**config.mk**
```make
export PLATFORM = sky130hd
export DESIGN_NAME = btn_debouncer
export DESIGN_NICKNAME = d
export VERILOG_FILES = /design/src/rtl/btn_debouncer.sv
export SDC_FILE = /design/constraint.sdc
export NUM_CORES = 1
export LEC_CHECK = 0
export BUFFER_PORTS_ARGS = -buffer_cell sky130_fd_sc_hd__buf_4
export CORE_MARGIN = 3
export CORE_UTILIZATION = 45
export CTS_CLUSTER_DIAMETER = 30
export DETAILED_ROUTE_END_ITERATION = 8
export PLACE_DENSITY = 0.7
export SYNTH_ARGS = -nofsm -noshare
export SYNTH_HDL_FRONTEND = slang
export SYNTH_SLANG_ARGS = --single-unit
```
**constraint.sdc**
```tcl
create_clock -name clk -period 2.3 [get_ports clk]
set_input_delay 0.115 -clock clk [delete_from_list [all_inputs] [get_ports clk]]
set_output_delay 0.115 -clock clk [all_outputs]
set_load 0.01 [all_outputs]
```
**src/rtl/btn_debouncer.sv**
```systemverilog
// Two-flop synchroniser plus per-channel stability counter for raw push buttons.
// Produces a clean level and single-cycle press/release pulses per channel.
module btn_debouncer #(
  parameter int NUM_BTN       = 3,
  parameter int STABLE_CYCLES = 500000,
  parameter int CNT_W         = 20,
  parameter bit ACTIVE_LOW    = 1'b0
) (
  input  logic               clk,
  input  logic               rst_n,
  input  logic [NUM_BTN-1:0] btn_raw,
  output logic [NUM_BTN-1:0] btn_level,
  output logic [NUM_BTN-1:0] btn_press,
  output logic [NUM_BTN-1:0] btn_release
);

  localparam logic [CNT_W-1:0] CNT_LAST = CNT_W'(STABLE_CYCLES - 1);
  localparam logic [CNT_W-1:0] CNT_ONE  = CNT_W'(1);

  logic [NUM_BTN-1:0] btn_in;
  logic [NUM_BTN-1:0] sync_s1;
  logic [NUM_BTN-1:0] sync_s2;
  logic [CNT_W-1:0]   cnt [NUM_BTN];

  // Polarity is folded in before the synchroniser so everything downstream sees 1 = pressed.
  assign btn_in = btn_raw ^ {NUM_BTN{ACTIVE_LOW}};

  always_ff @(posedge clk or negedge rst_n) begin
    if (!rst_n) begin
      sync_s1 <= '0;
      sync_s2 <= '0;
    end else begin
      sync_s1 <= btn_in;
      sync_s2 <= sync_s1;
    end
  end

  always_ff @(posedge clk or negedge rst_n) begin
    if (!rst_n) begin
      btn_level   <= '0;
      btn_press   <= '0;
      btn_release <= '0;
      for (int i = 0; i < NUM_BTN; i++) cnt[i] <= '0;
    end else begin
      btn_press   <= '0;
      btn_release <= '0;
      for (int i = 0; i < NUM_BTN; i++) begin
        if (sync_s2[i] == btn_level[i]) begin
          cnt[i] <= '0;
        end else if (cnt[i] == CNT_LAST) begin
          // New level has held for STABLE_CYCLES synchronised samples: accept it.
          btn_level[i]   <= sync_s2[i];
          btn_press[i]   <= sync_s2[i];
          btn_release[i] <= ~sync_s2[i];
          cnt[i]         <= '0;
        end else begin
          cnt[i] <= cnt[i] + CNT_ONE;
        end
      end
    end
  end

endmodule

```
# == After elaboration in Yosys (flattened, before gate mapping) ==
# Index checks and enable logic that the tools add are counted.
# totals
elab_cells,46
in_bits,5
output_inout_bits,9
reg_bits,75
# classes
add_sub_neg,3
muxes,18
n_bitwise,6
reduce_logical,3
eq_ne,6
# op_table
op,n
$mux W20,6
$add A20 B1 Y20 const B,3
$eq A20 B19 Y1 const B,3
$mux W1,12
$not A1 Y1,6
$reduce_and A2 Y1,3
$eq A1 B1 Y1,3

# == Depth between registers and ports, before layout ==
# logic_depth
word_depth,3
mapped_depth,6
mapped_depth_nobuf,5

# == Worst setup path after synthesis ==
# OpenSTA, ideal clock, no wires.
# synth_path
kind,reg-to-reg
from,register cnt[12] in the netlist's numbering
to,register btn_level[2]
t_arrival_ps,1989
period_less_slack_ps,2114
path_buffers,0
path_stages_with_launch,5
required_time_ps,2175
setup_time_ps,125
slack_ps,186
path_cell_list,dfrtp_1 > or4b_1 > or4_4 > or2_4 > mux2_4
# synth_via
elab_chain_cells,2
# synth_rtl
item,line,text
start: declaration,23,logic [CNT_W-1:0] cnt [NUM_BTN];
start signal: indexed assignment,57,cnt[i] <= cnt[i] + CNT_ONE;
$eq A20 B19 Y1,50,end else if (cnt[i] == CNT_LAST) begin
$reduce_and A2 Y1 (no line),-,
end signal: indexed assignment,52,btn_level[i] <= sync_s2[i];
end: declaration,12,"output logic [NUM_BTN-1:0] btn_level,"
# Every way passes these cells.
# A chain may end at the register's enable or synchronous reset.

# == Final worst setup path ==
# Same ends and word-level chain as after synthesis.

==> results.md <==
* Outcome: completed
* Overall global routing resource usage at 15.9%
* Synthesized cell area at 3470 µm²
* Vias at 2,527
* Worst skew pair latency at 340 ps
* Startpoint Class: flop
* Hold Vio Cnt, Final at 0
* Logic pwr share at 3.7%
* Antenna Cells at 0
* Initial DRC count at 102
* Clock Pin Slew Worst Setup and Hold Paths at 80 ps
* Number of I/O port buffers at 13
* Most common cell after layout, fill and taps aside: dfrtp_1
* CP Data Arrival Time at 2410 ps
* Sw Share at 22.5%
* Syn Nets at 342
* Final core utilization at 53.9%
* First-pass detailed-route iteration total at 4
* Synth Area in Compound Gates at 6.06%
* Int Pwr at 1.87 mW
* Pwr dens at 607 nW/µm²
* R2R setup slack at 120 ps
* Sink Count at 75
* RSZ-0062 raised after global routing: no
* Nets at 375
* WS Path Type: flop to flop
* CTS tree: done
* Worst slew margin at 39.4%
* Cts bufs inserted at 9
* Clock Tree Buf Depth at 2
* Synth-to-layout area growth at 14.5%
* Fin. max-slew vios at 0
* CP Capture Type: flop
* Flops & latches, synth at 75
* # DRC at 0
* Ordered list of cells on the worst path: or4b_1 > or4_4 > or2_4 > mux2_4
* Routed WL per cell at 13.3 µm
* CTS root buf: clkbuf_8
* GRT overflow at 0
* Largest family of logic cells by synthesized area: simple AND/OR/NAND/NOR gates
* Worst r2r dst: btn_level[2]$_DFFE_PN0P_
* Worst EP required at 2520 ps
* Crit-path max FO at 5
* Slew @ Worst Pin at 909 ps
* Post-Synth XOR/XNOR Area at 10.3%
* Post-CTS Setup Repair Bufs at 0
* Core area at 7370 µm²
* Initial Util at 47.1%
* Mux contribution to synthesized area at 1.08%
* Max VDD drop at 0.382 mV
* Final ANT Viol Nets at 0
* Full die area at 8800 µm²
* Syn. warnings at 0
* Average cell area after synthesis at 10.4 µm²
* Fillers at 684
* Setup Skew at 14.7 ps
* Vert. Die Dim at 93.8 µm
* Sequential power share at 56.2%
* Vias/cell at 5.37
* TNS Setup at 0 ps
* Reg2reg path depth at 4
* Min-delay worst type: flop to flop
* Largest net degree at the start of global routing at 76
* Worst reg2reg startpoint: cnt[12]$_DFF_PN0_
* Synth cell types at 36
* Sw power at 543 µW
* Antenna violations before repair at 0
* CP max stage cell: or4_4
* Final hold slack at 337 ps
* Layout cells sized above 1 at 13.4%
* Clk pwr share at 40.2%
* Routed Wire Length at 6.26 mm
* Crit-path max cell delay at 560 ps
* Setup violators final at 0
* Crit path to: btn_level[2]$_DFFE_PN0P_
* Post-synthesis adder-cell area fraction at 1.08%
* Crit. Startpoint: cnt[12]$_DFF_PN0_
* CTS H-tree depth at 3
* Post-DP HPWL at 4.27 mm
* Most frequent cells in the layout: dfrtp_1 (75), nor2_1 (46), xnor2_1 (27)
* Final Cycle Share at 94.9%
* Ports at 14
* Sequential cell area fraction in the yosys report at 54.1%
* Max Clock Freq at 458 MHz
* # rows at 31
* Gpl congestion at 0.882
* Max-Cap Viols at 0
* Simple-gate share of the synthesized area at 25.3%
* First-pass GRT wire length at 11.3 mm
* Vias in the first global route at 2,514
* Die W at 93.8 µm
* Clock period minus worst slack at 2180 ps
* Cells after Synth at 334
* Leak at 1.59 nW
[cells in the mapped netlist]
cell type | count | area, µm²
nand3_2 | 1 | 10.0
and2_1 | 1 | 6.26
nor3_1 | 7 | 35.0
or4b_2 | 1 | 10.0
xor2_1 | 14 | 123
nor4bb_1 | 1 | 10.0
or2_2 | 3 | 18.8
o21ai_2 | 1 | 8.76
nand2_1 | 14 | 52.6
nor4_1 | 11 | 68.8
mux2_4 | 1 | 15.0
or3_1 | 9 | 56.3
nand3_1 | 18 | 90.1
and3_1 | 5 | 31.3
o31ai_1 | 8 | 60.1
xnor2_1 | 27 | 236
nand4_1 | 16 | 100
buf_4 | 2 | 15.0
nor4b_1 | 1 | 8.76
o21ai_0 | 8 | 40.0
or4b_1 | 2 | 20.0
and4_1 | 2 | 17.5
o21ai_1 | 1 | 5.00
or4_1 | 13 | 97.6
nor2_1 | 46 | 173
ha_1 | 3 | 37.5
nand3b_1 | 1 | 7.51
o41ai_2 | 1 | 16.3
inv_1 | 12 | 45.0
or2_4 | 1 | 8.76
a21oi_1 | 16 | 80.1
or4_4 | 1 | 11.3
dfrtp_1 | 75 | 1880
mux2_2 | 2 | 22.5
clkbuf_1 | 3 | 11.3
nor3b_1 | 6 | 45.0
[critical path: cells and delay by family (launching register included)]
family           cells  cell delay, ps
and+or+nand+nor      3            1350
DFF                  1             430
muxes                1             290
[cell families after synthesis]
group / count (synthesis)
AND/OR/NAND/NOR: 160
AO/OA/AOI/OAI: 35
XOR/XNOR: 41
flip-flops: 75
buffers and inverters: 17
adder cells (fa/ha/maj): 3
multiplexers: 3
[per-layer routing]
| metal | up-vias | track usage [%] | routed length (µm) |
|---|---|---|---|
| met5 | - | 0 | 0 |
| li1 | 1260 | - | - |
| met1 | 1229 | 21.0 | 3070 |
| met2 | 29 | 25.4 | 2910 |
| met3 | 9 | 4.25 | 196 |
| met4 | 0 | 5.42 | 91 |
[power by group through the flow]
| stage | combinational [mW] | sequential, mW | clock, mW |
|---|---|---|---|
| floorplan | 0.0383 | 1.38 | 0 |
| global placement | 0.0844 | 1.38 | 0 |
| detailed placement | 0.0851 | 1.38 | 0 |
| CTS | 0.0914 | 1.35 | 1.01 |
| global route | 0.101 | 1.36 | 1.06 |
| finish | 0.0880 | 1.35 | 0.969 |
[flip-flops by register name, indices dropped and copies added, names as in the netlist]
signal	flops
sync_s2	3
btn_level	3
cnt	60
btn_release	3
btn_press	3
sync_s1	3
[final cells by class]
| class | instances | area [µm²] | area share [%] |
|---|---|---|---|
| Clock buffer | 10 | 128 | 3.21 |
| Clock inverter | 6 | 63.8 | 1.61 |
| Inverter | 12 | 45.0 | 1.13 |
| Multi-Input combinational cell | 242 | 1520 | 38.3 |
| Sequential cell | 75 | 1880 | 47.2 |
| Tap cell | 99 | 124 | 3.12 |
| Timing Repair Buffer | 27 | 213 | 5.35 |
[through the flow]
step                cells  setup slack, ps  total power [mW]  instance area (µm²)
floorplan             334              186              1.41                 3470
global placement      451              151              1.46                 3740
detailed placement    451              130              1.47                 3740
CTS                   471              115              2.45                 3970
global route          471             64.7              2.52                 3970
finish                471              118              2.41                 3970
[worst min-delay path by stage]
| stage | start | endpoint | slack [ps] | cells past startpoint |
|---|---|---|---|---|
| 2_1_floorplan | rst_n | btn_level[0]$_DFFE_PN0P_ | -180 | 0 |
| 3_3_place_gp | btn_raw[2] | sync_s1[2]$_DFF_PN0_ | 230 | 1 |
| 3_5_place_dp | btn_raw[2] | sync_s1[2]$_DFF_PN0_ | 230 | 1 |
| 4_1_cts | sync_s1[1]$_DFF_PN0_ | sync_s2[1]$_DFF_PN0_ | 340 | 0 |
| 5_1_grt | sync_s1[1]$_DFF_PN0_ | sync_s2[1]$_DFF_PN0_ | 350 | 0 |
| 6_report | sync_s1[1]$_DFF_PN0_ | sync_s2[1]$_DFF_PN0_ | 340 | 0 |
[what timing repair did]
| item | in CTS | in global routing |
|---|---|---|
| gates resized for setup | 0 | 0 |
| endpoints found under the hold margin | 78 | 0 |
| hold buffers | 4 | 0 |
Note: power is estimated with default switching activity, not from simulation.
